## src/rtl/pixel_row_readout.sv

```systemverilog
`default_nettype none
// ============================================================================
//  Module      : pixel_row_readout
//  Description : Captures one row of pixel codes from the pixel-array bus while
//                that row's read strobe is high, commits it to a small row FIFO
//                on strobe release, and serialises buffered rows as a pixel
//                stream with valid/ready handshake and sof/eol/eof markers.
//  Revision    : 1.0 - initial release
// ============================================================================
module pixel_row_readout #(
    parameter int H_PIXELS = 2,
    parameter int V_PIXELS = 2,
    parameter int DW       = 8,
    parameter int ROW_FIFO = 2
) (
    input  logic                                               clk,
    input  logic                                               reset,
    input  logic [V_PIXELS-1:0]                                read,
    input  logic [H_PIXELS*DW-1:0]                             pix_data,
    output logic                                               out_valid,
    input  logic                                               out_ready,
    output logic [DW-1:0]                                      out_data,
    output logic [((H_PIXELS > 1) ? $clog2(H_PIXELS) : 1)-1:0] out_col,
    output logic [((V_PIXELS > 1) ? $clog2(V_PIXELS) : 1)-1:0] out_row,
    output logic                                               out_sof,
    output logic                                               out_eol,
    output logic                                               out_eof,
    output logic                                               overflow,
    output logic                                               proto_err
);

    localparam int c_CW = (H_PIXELS > 1) ? $clog2(H_PIXELS) : 1;
    localparam int c_RW = (V_PIXELS > 1) ? $clog2(V_PIXELS) : 1;
    localparam int c_AW = $clog2(ROW_FIFO);
    localparam int c_BW = H_PIXELS * DW;

    localparam logic [c_AW:0]   c_PTR_ONE = (c_AW + 1)'(1);
    localparam logic [c_CW-1:0] c_COL_ONE = c_CW'(1);
    localparam logic [c_CW-1:0] c_COL_MAX = c_CW'(H_PIXELS - 1);
    localparam logic [c_RW-1:0] c_ROW_MAX = c_RW'(V_PIXELS - 1);

    typedef enum logic [1:0] {
        S_IDLE    = 2'd0,
        S_CAPTURE = 2'd1,
        S_COMMIT  = 2'd2
    } state_t;

    state_t            r_state;
    state_t            w_state_nxt;

    logic [c_BW-1:0]   r_shadow;
    logic [c_RW-1:0]   r_row_idx;

    logic [c_BW-1:0]   r_mem_data [ROW_FIFO];
    logic [c_RW-1:0]   r_mem_row  [ROW_FIFO];
    logic [c_AW:0]     r_wptr;
    logic [c_AW:0]     r_rptr;

    logic [c_CW-1:0]   r_col;
    logic              r_overflow;
    logic              r_proto_err;

    logic              w_multi;
    logic              w_one;
    logic [c_RW-1:0]   w_read_idx;
    logic              w_hold;
    logic              w_latch;
    logic              w_commit;
    logic              w_push;
    logic              w_full;
    logic              w_empty;
    logic              w_xfer;
    logic              w_last;
    logic              w_pop;
    logic [c_BW-1:0]   w_head_data;
    logic [c_RW-1:0]   w_head_row;

    // Classify the read strobes: more than one bit set is a protocol error.
    always_comb begin
        w_multi    = |(read & (read - V_PIXELS'(1)));
        w_one      = (|read) & ~w_multi;
        w_read_idx = '0;
        for (int k = 0; k < V_PIXELS; k++) begin
            if (read[k]) begin
                w_read_idx = c_RW'(k);
            end
        end
        w_hold = read[r_row_idx];
    end

    // Capture FSM next state; multi-hot suppresses sampling and aborts a capture.
    always_comb begin
        w_state_nxt = r_state;
        w_latch     = 1'b0;
        w_commit    = 1'b0;
        case (r_state)
            S_IDLE: begin
                if (w_one) begin
                    w_latch     = 1'b1;
                    w_state_nxt = S_CAPTURE;
                end
            end
            S_CAPTURE: begin
                if (w_multi) begin
                    w_state_nxt = S_IDLE;
                end else if (w_hold) begin
                    w_latch = 1'b1;
                end else begin
                    w_state_nxt = S_COMMIT;
                end
            end
            S_COMMIT: begin
                w_commit    = 1'b1;
                w_state_nxt = S_IDLE;
            end
            default: begin
                w_state_nxt = S_IDLE;
            end
        endcase
    end

    // FIFO status and stream handshake. Fullness is judged before any pop in
    // the same cycle, so a commit into a full FIFO always drops the row.
    always_comb begin
        w_empty     = (r_wptr == r_rptr);
        w_full      = (r_wptr[c_AW] != r_rptr[c_AW]) &&
                      (r_wptr[c_AW-1:0] == r_rptr[c_AW-1:0]);
        w_push      = w_commit & ~w_full;
        w_head_data = r_mem_data[r_rptr[c_AW-1:0]];
        w_head_row  = r_mem_row[r_rptr[c_AW-1:0]];
        w_last      = (r_col == c_COL_MAX);
        w_xfer      = ~w_empty & out_ready;
        w_pop       = w_xfer & w_last;
    end

    // Capture FSM state register.
    always_ff @(posedge clk or posedge reset) begin
        if (reset) begin
            r_state <= S_IDLE;
        end else begin
            r_state <= w_state_nxt;
        end
    end

    // Shadow row register: last in-row sample wins; row index recorded on entry.
    always_ff @(posedge clk or posedge reset) begin
        if (reset) begin
            r_shadow  <= '0;
            r_row_idx <= '0;
        end else if (w_latch) begin
            r_shadow <= pix_data;
            if (r_state == S_IDLE) begin
                r_row_idx <= w_read_idx;
            end
        end
    end

    // Row FIFO storage and pointers.
    always_ff @(posedge clk or posedge reset) begin
        if (reset) begin
            for (int k = 0; k < ROW_FIFO; k++) begin
                r_mem_data[k] <= '0;
                r_mem_row[k]  <= '0;
            end
            r_wptr <= '0;
            r_rptr <= '0;
        end else begin
            if (w_push) begin
                r_mem_data[r_wptr[c_AW-1:0]] <= r_shadow;
                r_mem_row[r_wptr[c_AW-1:0]]  <= r_row_idx;
                r_wptr                       <= r_wptr + c_PTR_ONE;
            end
            if (w_pop) begin
                r_rptr <= r_rptr + c_PTR_ONE;
            end
        end
    end

    // Column counter walks the head row and wraps when the row is popped.
    always_ff @(posedge clk or posedge reset) begin
        if (reset) begin
            r_col <= '0;
        end else if (w_xfer) begin
            r_col <= w_last ? '0 : r_col + c_COL_ONE;
        end
    end

    // Sticky error flags, cleared only by reset.
    always_ff @(posedge clk or posedge reset) begin
        if (reset) begin
            r_overflow  <= 1'b0;
            r_proto_err <= 1'b0;
        end else begin
            r_overflow  <= r_overflow | (w_commit & w_full);
            r_proto_err <= r_proto_err | w_multi;
        end
    end

    // Stream outputs and markers, all decoded from registered state only.
    always_comb begin
        out_valid = ~w_empty;
        out_data  = w_head_data[32'(r_col) * DW +: DW];
        out_col   = r_col;
        out_row   = w_head_row;
        out_sof   = out_valid & (w_head_row == '0) & (r_col == '0);
        out_eol   = out_valid & w_last;
        out_eof   = out_eol & (w_head_row == c_ROW_MAX);
        overflow  = r_overflow;
        proto_err = r_proto_err;
    end

endmodule
`default_nettype wire

```

## config.mk

```make
export PLATFORM = sky130hd
export DESIGN_NAME = pixel_row_readout
export DESIGN_NICKNAME = d
export VERILOG_FILES = /design/src/rtl/pixel_row_readout.sv
export SDC_FILE = /design/constraint.sdc
export NUM_CORES = 1
export LEC_CHECK = 0
export ABC_AREA = 1
export BUFFER_PORTS_ARGS = -buffer_cell sky130_fd_sc_hd__buf_2
export CORE_MARGIN = 2
export CORE_UTILIZATION = 61
export CTS_CLUSTER_DIAMETER = 120
export CTS_CLUSTER_SIZE = 14
export DETAILED_ROUTE_END_ITERATION = 12
export GPL_TIMING_DRIVEN = 0
export PLACE_DENSITY = 0.95
export SETUP_SLACK_MARGIN = 0.3
export SLEW_MARGIN = 20
export SYNTH_ARGS = -nofsm -noshare
export SYNTH_HDL_FRONTEND = slang
export SYNTH_SLANG_ARGS = --single-unit
```

## constraint.sdc

```tcl
create_clock -name clk -period 3.5 [get_ports clk]
set_clock_uncertainty 0.15 [all_clocks]
set_input_delay 0.35 -clock clk [delete_from_list [all_inputs] [get_ports clk]]
set_output_delay 0.35 -clock clk [all_outputs]
set_load 0.05 [all_outputs]
```

Yosys cells after proc, flatten, opt, wreduce, memory -nomap -nowiden
Index checks and enable logic that the tools add are counted.

storage, ports and cells
  register bits after elaboration = 60
  input port bits = 21
  output and inout port bits = 16
  word-level logic and storage cells = 79

operators by class
  add/sub/neg operators = 4
  magnitude comparators = 4
  equality and inequality tests = 7
  shift operators = 1
  mux-type cells = 25
  bitwise logic cells = 19
  reduce and logical (&&, ||, !) cells = 7

operators with widths
  kind                                                       count
  two-way mux 16 bit                                         4
  bitwise mux 32 bit                                         1
  demux 16 bit (select 1 bit)                                1
  variable part select 16 x 5 -> 8 bit                       1
  two-way mux 1 bit                                          12
  AND 1 bit                                                  9
  two-way mux 2 bit                                          3
  NOT 1 bit                                                  5
  adder 2 x 1 -> 2 bit (second input constant)               2
  greater-or-equal comparator 2 bit (second input constant)  2
  NOT 1 -> 2 bit                                             2
  case mux 2 bit (2 select lines)                            1
  AND reduction 2 bit                                        2
  OR reduction 2 bit                                         2
  inequality test 3 bit (second input constant)              1
  AND 2 bit                                                  1
  bitwise mux 2 bit                                          1
  equality test 2 x 1 -> 1 bit (second input constant)       1
  equality test 2 bit                                        1
  equality test 2 bit (second input constant)                1
  logical AND 1 bit                                          2
  zero test 2 bit                                            1
  < comparator 1 x 2 -> 1 bit (second input constant)        1
  < comparator 2 x 1 -> 1 bit (second input constant)        1
  8 further kinds                                            9

Depth between registers and ports, before layout
Gate-level depths: netlist (run 1).

  depth after elaboration = 8
  gate-level depth with buffers = 9
  mapped depth without buffers = 7

Worst setup path after synthesis (run 1)
OpenSTA, ideal clock, no wires.

  kind = register to output
  start = register r_wptr[0]
  end = output out_eof
  data arrival time = 2,026 ps
  data required time = 3,000 ps
  path slack = 974 ps
  stages on the path, launching flop included = 7
  buffers on the path = 0
  cells stage by stage = dfrtp_1 -> inv_2 -> nand2_1 -> nand2_1 -> nand2_1 -> nand2_1 -> a21oi_1

between the ends
  cells in the longest elaborated chain, start to end = 4

RTL lines
  what                      line  text
  start: declaration        56    logic [c_AW:0] r_wptr;
  start signal: assignment  171   r_wptr <= r_wptr + c_PTR_ONE;
  equality test 2 bit       125   w_empty = (r_wptr == r_rptr);
  NOT 1 bit                 201   out_valid = ~w_empty;
  net out_valid             20    output logic out_valid,
  AND 1 bit                 206   out_eol = out_valid & w_last;
  AND 1 bit                 207   out_eof = out_eol & (w_head_row == c_ROW_MAX);
  end: declaration          27    output logic out_eof,

The timed path passes the listed nets, and every way through them passes these cells.

Worst setup path after layout (run 1)
  start = register r_rptr[0]
  end = output out_data[1]

between the ends
  cells in the longest elaborated chain, start to end = 5

RTL lines
  what                                                   line  text
  start: declaration                                     57    logic [c_AW:0] r_rptr;
  start signal: assignment                               174   r_rptr <= r_rptr + c_PTR_ONE;
  NOT 1 -> 2 bit (not written as such)                   129   w_head_data = r_mem_data[r_rptr[c_AW-1:0]];
  two-way mux 16 bit (not written as such) (3 in a row)  129
  variable part select 16 x 5 -> 8 bit                   202   out_data = w_head_data[32'(r_col) * DW +: DW];
  end: declaration                                       22    output logic [DW-1:0] out_data,

No other way between the ends. The select of a mux whose other input is x is not followed.

==> flow_metrics.env, run 1 <==
export IMPL_critPathMaxFanout=10
export IMPL_cp_required_ns=3.00
export IMPL_layout_nets=404
export IMPL_finalWirelength_um=6960
export IMPL_violations="negative hold slack"
export IMPL_synthXorXnorAreaFrac=0
export IMPL_die_y_um=71.30
export IMPL_final_common_cell="nand2_1"
export IMPL_finish_utilization=0.7454
export IMPL_cts_tree="done"
export IMPL_synth_avg_cell_area_um2=8.247
export IMPL_cts_made_buffers=9
export IMPL_grt_pass1_wl_um=11230
export IMPL_worstMarginPinSlew_ns=0.7110
export IMPL_vias=2631
export IMPL_p_leak_nw=1.747
export IMPL_antenna_cells=0
export IMPL_period_share=0.7821
export IMPL_final_max_slew_violation_count=0
export IMPL_htreeDepth=3
export IMPL_grt_setup_unrepaired="no"
export IMPL_post_place_ws_ns=1.177
export IMPL_clock_sinks=60
export IMPL_critPathKind="reg -> out"
export IMPL_finalHoldViolCount=22
export IMPL_powerDensity_nw_per_um2=1161
export IMPL_hold_ws_ns=-0.02421
export IMPL_grt_max_degree=61
export IMPL_syn_inst=335
export IMPL_clk_latency_ns=0.34
export IMPL_fmax_mhz=365.3
export IMPL_pin_count=37
export IMPL_combinationalPowerShare=0.476
export IMPL_areaGrowthSynthToFinish_pct=17.48
export IMPL_ys_ff_latch=60
export IMPL_setup_violations=0
export IMPL_viasPerCell=5.993
export IMPL_root_buffer="clkbuf_8"
export IMPL_grtUsageTotal=0.2893
export IMPL_postCtsResizedCells=0
export IMPL_antenna_found_initial=0
export IMPL_cp_end_kind="output pin"
export IMPL_syn_num_nets=357
export IMPL_drive_above_1_share=0.1783
export IMPL_p_sw_frac=0.4865
export IMPL_p_sw_w=0.001833
export IMPL_yosysUniqueCellTypes=21
export IMPL_first_global_vias=2429
export IMPL_tns_ns=0
export IMPL_port_buffers=36
export IMPL_wl_per_cell_um=15.85
export IMPL_muxShareOfSynthArea=0
export IMPL_critPathLaunchType="flop"
export IMPL_die_w_um=71.30
export IMPL_start_util=0.6345
export IMPL_yosysWarningCount=0
export IMPL_relSlewSlack=0.5260
export IMPL_gr_total_overflow=0
export IMPL_first_iter_violations=336
export IMPL_synth_top_family_by_area="simple AND/OR/NAND/NOR gates"
export IMPL_dp_hpwl_um=4584
export IMPL_synth_area_um2=2763
export IMPL_drt_pass1_iterations=7
export IMPL_cellInternalPower_w=0.001935
export IMPL_synth_compound_area_frac=0.05571
export IMPL_peakVddDrop_v=0.0006037
export IMPL_seq_area_frac_synth=0.5435
export IMPL_route_detailed_drc=0
export IMPL_status="finished, violations left"
export IMPL_p_total_w=0.003768
export IMPL_max_cap_violations=0
export IMPL_gp_congestion=0.8924
export IMPL_setup_slack_ns=0.7627
export IMPL_synth_adder_area_share=0.004529
export IMPL_hp_class="in -> async"
export IMPL_final_cell_mix="135 x nand2_1, 60 x dfrtp_1, 44 x buf_2"
export IMPL_core_um2=4354
export IMPL_ant_nets=0
export IMPL_pwr_share_seq=0.333
export IMPL_post_cts_buffers=0
export IMPL_path_clk_slew_ns=0.07
export IMPL_postCtsHoldBufs=0
export IMPL_clk_path_buf_depth=2
export IMPL_synthSimpleGateAreaFrac=0.3424
export IMPL_clkPwrFrac=0.191
export IMPL_post_route_min_period_ns=2.737
export IMPL_core_rowCount=24
export IMPL_die_area_um2=5083
export IMPL_arrival_ns=2.24
registers in the layout (all words and copies together) (netlist names):
| register | cells |
|---|---|
| r_mem_data | 32 |
| r_shadow | 16 |
| r_mem_row | 2 |
| r_rptr | 2 |
| r_state | 2 |
| r_wptr | 2 |
| out_col | 1 |
| overflow | 1 |
| proto_err | 1 |
| r_row_idx | 1 |
path summary, 6_finish.rpt:
| kind | depth (start not counted) | end | slack (ns) | startpoint |
|---|---|---|---|---|
| worst min-delay path | 2 | r_mem_row[0]$_DFFE_PP0P_ | -0.02 | reset |
| worst max register to register | 4 | r_mem_data[2]$_DFFE_PP0P_ | 1.70 | r_wptr[0]$_DFFE_PP0P_ |
| worst min register to register | 1 | proto_err$_DFF_PP0_ | 0.32 | proto_err$_DFF_PP0_ |
| max in group asynchronous | 2 | r_shadow[13]$_DFFE_PP0P_ | 2.74 | reset |
| min in group clk | 3 | r_shadow[6]$_DFFE_PP0P_ | 0.05 | pix_data[6] |
| worst max-delay path | 6 | out_data[1] | 0.76 | r_rptr[0]$_DFFE_PP0P_ |
cells by family after synthesis:
| group | Yosys count |
|---|---|
| flops | 60 |
| compound gates | 28 |
| buf+inv | 32 |
| fa+ha+maj | 1 |
| simple gates | 214 |
power groups by stage:
stage / combinational (W) / sequential (W) / clock, W
detailed placement: 0.00175 / 0.00125 / 0
finish: 0.00179 / 0.00125 / 0.000721
global route: 0.00195 / 0.00128 / 0.000754
global placement: 0.00169 / 0.00123 / 0
CTS: 0.00177 / 0.00124 / 0.000716
floorplan: 0.00133 / 0.00122 / 0
final cells by class:
type | instances | area, µm²
fillers | 280 | 1109
repair buffers | 36 | 180.2
flip-flops and latches | 60 | 1501
inverters | 11 | 43.79
clock inverters | 4 | 70.07
multi-input cells | 243 | 1112
well taps | 52 | 65.06
plain buffers | 21 | 107.6
clock buffers | 12 | 165.2
layer usage:
metal | vias to the layer above | share of wire | GRT usage
li1 | 1215 | - | -
met1 | 1234 | 0.40 | 0.3758
met2 | 152 | 0.48 | 0.4558
met4 | 0 | 0.030 | 0.1488
met5 | - | 0 | 0
met3 | 30 | 0.093 | 0.07032
synth_stat cells:
| library cell | n | area share |
|---|---|---|
| a21oi_1 | 1 | 0.0018 |
| a31o_2 | 1 | 0.0032 |
| buf_2 | 8 | 0.014 |
| buf_4 | 1 | 0.0027 |
| buf_6 | 2 | 0.0082 |
| clkbuf_1 | 10 | 0.014 |
| dfrtp_1 | 60 | 0.54 |
| ha_1 | 1 | 0.0045 |
| inv_1 | 10 | 0.014 |
| inv_2 | 1 | 0.0014 |
| nand2_1 | 135 | 0.18 |
| nand3_1 | 19 | 0.034 |
| nand3_2 | 1 | 0.0036 |
| nand3_4 | 1 | 0.0063 |
| nand4_1 | 37 | 0.084 |
| nor2_1 | 18 | 0.024 |
| nor3_1 | 1 | 0.0018 |
| nor4_1 | 1 | 0.0023 |
| o21ai_0 | 18 | 0.033 |
| o22ai_1 | 8 | 0.018 |
| or2_2 | 1 | 0.0023 |
critical path, cell delays in order, from the launching register on:
cell and delay, ns:
dfrtp_1 0.40, inv_1 0.08, clkbuf_1 0.38, clkbuf_1 0.46, nor2_1 0.09, o22ai_1 0.20, buf_2 0.29
metrics by stage:
stage,instance area (µm²),hold WS (ns),std cells
floorplan,2763,0.2844,335
global placement,3008,0.2915,423
detailed placement,3010,0.3011,423
CTS,3246,0.01141,439
global route,3246,0.03714,439
finish,3246,-0.02421,439
No activity file was read; power rests on OpenSTA's default activity.
==> run 2: changes to the inputs <==
--- a/config.mk
+++ b/config.mk
@@ -8,12 +8,12 @@
 export ABC_AREA = 1
 export BUFFER_PORTS_ARGS = -buffer_cell sky130_fd_sc_hd__buf_2
 export CORE_MARGIN = 2
-export CORE_UTILIZATION = 61
+export CORE_UTILIZATION = 57
 export CTS_CLUSTER_DIAMETER = 120
 export CTS_CLUSTER_SIZE = 14
 export DETAILED_ROUTE_END_ITERATION = 12
 export GPL_TIMING_DRIVEN = 0
-export PLACE_DENSITY = 0.95
+export PLACE_DENSITY = 0.9
 export SETUP_SLACK_MARGIN = 0.3
 export SLEW_MARGIN = 20
 export SYNTH_ARGS = -nofsm -noshare
==> constraint.sdc (replaced) <==
create_clock -name clk -period 2.64 [get_ports clk]
set_clock_uncertainty 0.15 [all_clocks]
set_input_delay 0.264 -clock clk [delete_from_list [all_inputs] [get_ports clk]]
set_output_delay 0.264 -clock clk [all_outputs]
set_load 0.05 [all_outputs]
==> flow_metrics.env, run 2 (synthesis gave the netlist of run 1 again) <==
export IMPL_critPathLaunchType="flop"
export IMPL_peakVddDrop_v=0.0007624
export IMPL_hold_depth=3
export IMPL_fmax_mhz=438.1
export IMPL_finish_utilization=0.7176
export IMPL_clk_path_buf_depth=2
export IMPL_viasPerCell=5.914
export IMPL_clk_latency_ns=0.35
export IMPL_dp_hpwl_um=4783
export IMPL_pin_count=37
export IMPL_largest_register_ffs=32
export IMPL_tns_ns=0
export IMPL_die_y_um=73.62
export IMPL_start_util=0.5888
export IMPL_worstMarginPinSlew_ns=0.7176
export IMPL_htreeDepth=3
export IMPL_cp_end_kind="output pin"
export IMPL_cp_slowest_cell="dfrtp_1"
export IMPL_cts_made_buffers=9
export IMPL_regMostFlops="r_mem_data"
export IMPL_critPathMaxFanout=10
export IMPL_worstPathCellList="inv_1, clkbuf_2, clkbuf_4, o21ai_0, o22ai_1, buf_2"
export IMPL_hold_ws_ns=0.05565
export IMPL_relSlewSlack=0.5216
export IMPL_drt_pass1_iterations=5
export IMPL_path_buf_inv=4
export IMPL_path_clk_slew_ns=0.06
export IMPL_die_w_um=73.62
export IMPL_port_buffers=36
export IMPL_setup_violations=0
export IMPL_cts_tree="done"
export IMPL_drive_above_1_share=0.1816
export IMPL_max_cap_violations=0
export IMPL_top_regs="r_mem_data: 32 flops, r_shadow: 16 flops"
export IMPL_crit_path_start="r_rptr[0]$_DFFE_PP0P_"
export IMPL_p_leak_nw=1.798
export IMPL_min_to="r_row_idx$_DFFE_PP0P_"
export IMPL_arrival_ns=1.87
export IMPL_antenna_found_initial=0
export IMPL_grt_pass1_wl_um=12150
export IMPL_timing_rr_end="r_mem_data[8]$_DFFE_PP0P_"
export IMPL_die_area_um2=5420
export IMPL_rrSetupSlack_ns=0.80
export IMPL_status="completed"
export IMPL_vias=2697
export IMPL_grt_max_degree=61
export IMPL_finalWirelength_um=7385
export IMPL_first_iter_violations=356
export IMPL_final_cell_mix="134 x nand2_1, 60 x dfrtp_1, 39 x buf_2"
export IMPL_rr_worst_depth=4
export IMPL_finalHoldViolCount=0
export IMPL_final_max_slew_violation_count=0
export IMPL_grtUsageTotal=0.3054
export IMPL_core_um2=4692
export IMPL_fillCellCount=347
export IMPL_areaGrowthSynthToFinish_pct=21.88
export IMPL_antenna_cells=0
export IMPL_wl_per_cell_um=16.20
export IMPL_critPathKind="reg -> out"
export IMPL_timing_rr_start="r_wptr[0]$_DFFE_PP0P_"
export IMPL_first_global_vias=2580
export IMPL_gp_congestion=0.8568
export IMPL_core_rowCount=25
export IMPL_layout_nets=421
export IMPL_grt_setup_unrepaired="yes"
export IMPL_period_share=0.8646
export IMPL_clock_sinks=60
export IMPL_post_route_min_period_ns=2.282
export IMPL_dp_cells=425
export IMPL_powerDensity_nw_per_um2=1436
export IMPL_path_delay_family="buffers and inverters"
export IMPL_hp_class="in -> reg"
export IMPL_max_stage_delay_ns=0.40
export IMPL_ant_nets=0
export IMPL_holdCritStartpoint="read[1]"
export IMPL_p_total_w=0.004835
export IMPL_gr_total_overflow=0
export IMPL_final_common_cell="nand2_1"
export IMPL_root_buffer="clkbuf_8"
export IMPL_cp_required_ns=2.23
export IMPL_route_detailed_drc=0
export IMPL_post_cts_buffers=0
export IMPL_fin_cells=456
[run 2: cell count changes in the layout (fill, tap and decap cells not counted), sizes merged]
cell | before | now
buf | 47 | 42
clkinv | 2 | 3
clkbuf | 22 | 26
bufinv | 2 | 0
dlygate4sd3 | 0 | 17
[run 2: cell type report]
type                    count  area (µm²)  share of cell area
inverters                  11       43.79             0.01301
plain buffers              21       116.4             0.03456
well taps                  54       67.56             0.02007
clock inverters             3       15.01            0.004459
flip-flops and latches     60        1501              0.4459
multi-input cells         243        1119              0.3322
clock buffers              11       141.4             0.04199
repair buffers             53       362.8              0.1078
[run 2: stage by stage]
step	area (µm²)	setup WS, ns
5_1_grt	3367	0.2959
2_1_floorplan	2766	0.2915
3_5_place_dp	3017	0.3760
3_3_place_gp	3014	0.07874
6_report	3367	0.3575
4_1_cts	3348	0.3299
[run 2: report_power, final]
group | internal [W] | switching, W | total (W) | leakage [nW]
registers | 0.00134 | 0.000316 | 0.00166 | 0.756
clock network | 0.000350 | 0.000345 | 0.000695 | 0.0848
logic | 0.000685 | 0.00180 | 0.00248 | 0.957
total | 0.00238 | 0.00246 | 0.00484 | 1.80
[run 2: per-layer routing]
metal,wire [µm],share of wire,vias to the layer above,GRT usage
met1,2737,0.37,1254,0.3830
li1,-,-,1246,-
met3,745,0.10,29,0.08230
met4,232,0.031,0,0.1414
met5,0,0,-,0
met2,3669,0.50,168,0.4931
[run 2: worst max-delay path by stage]
stage | end | slack, ns | depth (start not counted)
6_report | out_data[7] | 0.36 | 6
5_1_grt | out_data[5] | 0.30 | 6
4_1_cts | out_data[5] | 0.33 | 6
3_5_place_dp | out_data[5] | 0.38 | 6
3_3_place_gp | r_mem_data[20]$_DFFE_PP0P_ | 0.08 | 2
2_1_floorplan | out_sof | 0.29 | 5
[run 2: timing repair]
item,CTS,global route
endpoints found under the setup margin,11,9
endpoints found under the hold margin,76,0
resized for setup,4,10
hold buffers,17,0
[run 2: worst reg2reg max path, stage by stage, from the launching register on]
cell	delay [ns]
dfrtp_1	0.43
clkbuf_1	0.42
clkbuf_1	0.48
nand4_1	0.19
nand2_1	0.11
==> run 3: changes to the inputs <==
--- a/config.mk
+++ b/config.mk
@@ -13,7 +13,7 @@
 export CTS_CLUSTER_SIZE = 14
 export DETAILED_ROUTE_END_ITERATION = 12
 export GPL_TIMING_DRIVEN = 0
-export PLACE_DENSITY = 0.9
+export PLACE_DENSITY = 0.8
 export SETUP_SLACK_MARGIN = 0.3
 export SLEW_MARGIN = 20
 export SYNTH_ARGS = -nofsm -noshare
==> flow_metrics.env, run 3 (synthesis gave the netlist of run 1 again) <==
export IMPL_port_buffers=36
export IMPL_p_total_w=0.004816
export IMPL_period_share=0.8549
export IMPL_setup_slack_ns=0.3830
export IMPL_finalWirelength_um=7294
export IMPL_post_cts_buffers=0
export IMPL_cts_tree="done"
export IMPL_ant_nets=0
export IMPL_max_stage_delay_ns=0.41
export IMPL_die_area_um2=5420
export IMPL_hp_class="in -> reg"
export IMPL_crit_top_cell="buf_4"
export IMPL_critPathMaxFanout=10
export IMPL_post_place_ws_ns=0.2880
export IMPL_peakVddDrop_v=0.0007940
export IMPL_cp_required_ns=2.23
export IMPL_final_cell_mix="134 x nand2_1, 60 x dfrtp_1, 43 x buf_2"
export IMPL_regMostFlops="r_mem_data"
export IMPL_vias=2680
export IMPL_cts_made_buffers=9
export IMPL_finalHoldViolCount=0
export IMPL_clock_sinks=60
export IMPL_hold_ws_ns=0.04716
export IMPL_first_global_vias=2550
export IMPL_worstMarginPinSlew_ns=0.5600
export IMPL_p_leak_nw=1.814
export IMPL_gr_total_overflow=0
export IMPL_top_regs="r_mem_data: 32 flops, r_shadow: 16 flops"
export IMPL_relSlewSlack=0.6267
export IMPL_cp_depth=6
export IMPL_largest_register_ffs=32
export IMPL_root_buffer="clkbuf_8"
export IMPL_path_buf_inv=4
export IMPL_combinationalPowerShare=0.505
export IMPL_setup_violations=0
export IMPL_cp_end_kind="output pin"
export IMPL_rr_worst_depth=4
export IMPL_route_detailed_drc=0
export IMPL_antenna_found_initial=0
export IMPL_p_sw_frac=0.5025
export IMPL_tns_ns=0
export IMPL_grt_max_degree=50
export IMPL_critPathKind="reg -> out"
export IMPL_pin_count=37
export IMPL_pwr_share_seq=0.344
export IMPL_grt_pass1_wl_um=11990
export IMPL_core_um2=4692
export IMPL_start_util=0.5888
export IMPL_drive_above_1_share=0.1832
export IMPL_cp_slowest_cell="dfrtp_1"
export IMPL_critPathLaunchType="flop"
export IMPL_p_sw_w=0.002420
export IMPL_drt_pass1_iterations=7
export IMPL_antenna_cells=0
export IMPL_viasPerCell=5.852
export IMPL_gp_congestion=0.8558
export IMPL_layout_nets=422
export IMPL_clk_latency_ns=0.34
export IMPL_post_route_min_period_ns=2.257
export IMPL_final_max_slew_violation_count=0
export IMPL_worstPathCellList="inv_1, buf_2, buf_4, nor2_1, o22ai_1, buf_4"
export IMPL_wl_per_cell_um=15.93
export IMPL_path_clk_slew_ns=0.06
export IMPL_htreeDepth=3
export IMPL_clk_path_buf_depth=2
export IMPL_arrival_ns=1.84
export IMPL_grt_setup_unrepaired="no"
export IMPL_dp_hpwl_um=4676
export IMPL_final_common_cell="nand2_1"
export IMPL_core_rowCount=25
export IMPL_die_y_um=73.62
export IMPL_fmax_mhz=443.1
export IMPL_status="completed"
export IMPL_max_cap_violations=0
export IMPL_first_iter_violations=202
export IMPL_powerDensity_nw_per_um2=1417
export IMPL_cellInternalPower_w=0.002396
export IMPL_path_delay_family="buffers and inverters"
export IMPL_hold_depth=3
export IMPL_die_w_um=73.62
export IMPL_areaGrowthSynthToFinish_pct=23.05
export IMPL_clkPwrFrac=0.150
export IMPL_grtUsageTotal=0.2997
## run 3: cell types whose count changed in the layout (fill, tap and decap cells not counted), sizes merged
cell and delta:
buf +7, clkinv -1, clkbuf -4
## run 3: path summary, 6_finish.rpt
check | start | end | slack [ns]
min in group asynchronous | reset | r_state[0]$_DFFE_PP0P_ | 0.24
max in group asynchronous | reset | r_shadow[1]$_DFFE_PP0P_ | 1.63
hold reg to reg | r_state[1]$_DFFE_PP0P_ | r_state[1]$_DFFE_PP0P_ | 0.31
setup / recovery | r_rptr[0]$_DFFE_PP0P_ | out_data[5] | 0.38
setup reg to reg | r_wptr[0]$_DFFE_PP0P_ | r_mem_data[2]$_DFFE_PP0P_ | 0.74
hold / removal | read[1] | r_row_idx$_DFFE_PP0P_ | 0.05
## run 3: worst reg2reg max path: cells and delay by family (launching register included)
family / cells / cell delay [ns]
flip-flops: 1 / 0.45
buffers and inverters: 2 / 0.93
AND/OR/NAND/NOR: 2 / 0.30
## run 3: final cells by class
type | count | area [µm²]
flip-flops and latches | 60 | 1501
fillers | 368 | 1292
multi-input cells | 243 | 1119
repair buffers | 54 | 382.9
clock buffers | 13 | 158.9
plain buffers | 21 | 116.4
well taps | 54 | 67.56
inverters | 11 | 43.79
clock inverters | 2 | 10.01
## run 3: metrics by stage
step	cells	utilization	instance area [µm²]
floorplan	335	-	2766
detailed placement	426	0.6488	3044
CTS	458	0.7232	3393
global placement	425	0.6424	3014
global route	458	0.7245	3400
finish	458	0.7245	3400
## run 3: per-layer routing
metal	vias to the layer above	routed length [µm]	track usage
li1	1254	-	-
met5	-	0	0
met3	23	639	0.05075
met2	151	3536	0.4663
met1	1252	2929	0.3996
met4	0	188	0.1657
## run 3: power by group through the flow
stage / registers [W] / clock network (W) / logic, W
after floorplan: 0.00161 / 0 / 0.00176
after global placement: 0.00164 / 0 / 0.00229
after detailed placement: 0.00165 / 0 / 0.00235
after CTS: 0.00164 / 0.000717 / 0.00240
after global routing: 0.00170 / 0.000773 / 0.00266
final: 0.00166 / 0.000724 / 0.00243
## run 3: timing repair
| item | 4_1_cts | 5_1_grt |
|---|---|---|
| setup endpoints to repair | 11 | 9 |
| hold endpoints to repair | 76 | 0 |
| hold buffers | 17 | 0 |
| gates resized for setup | 6 | 6 |
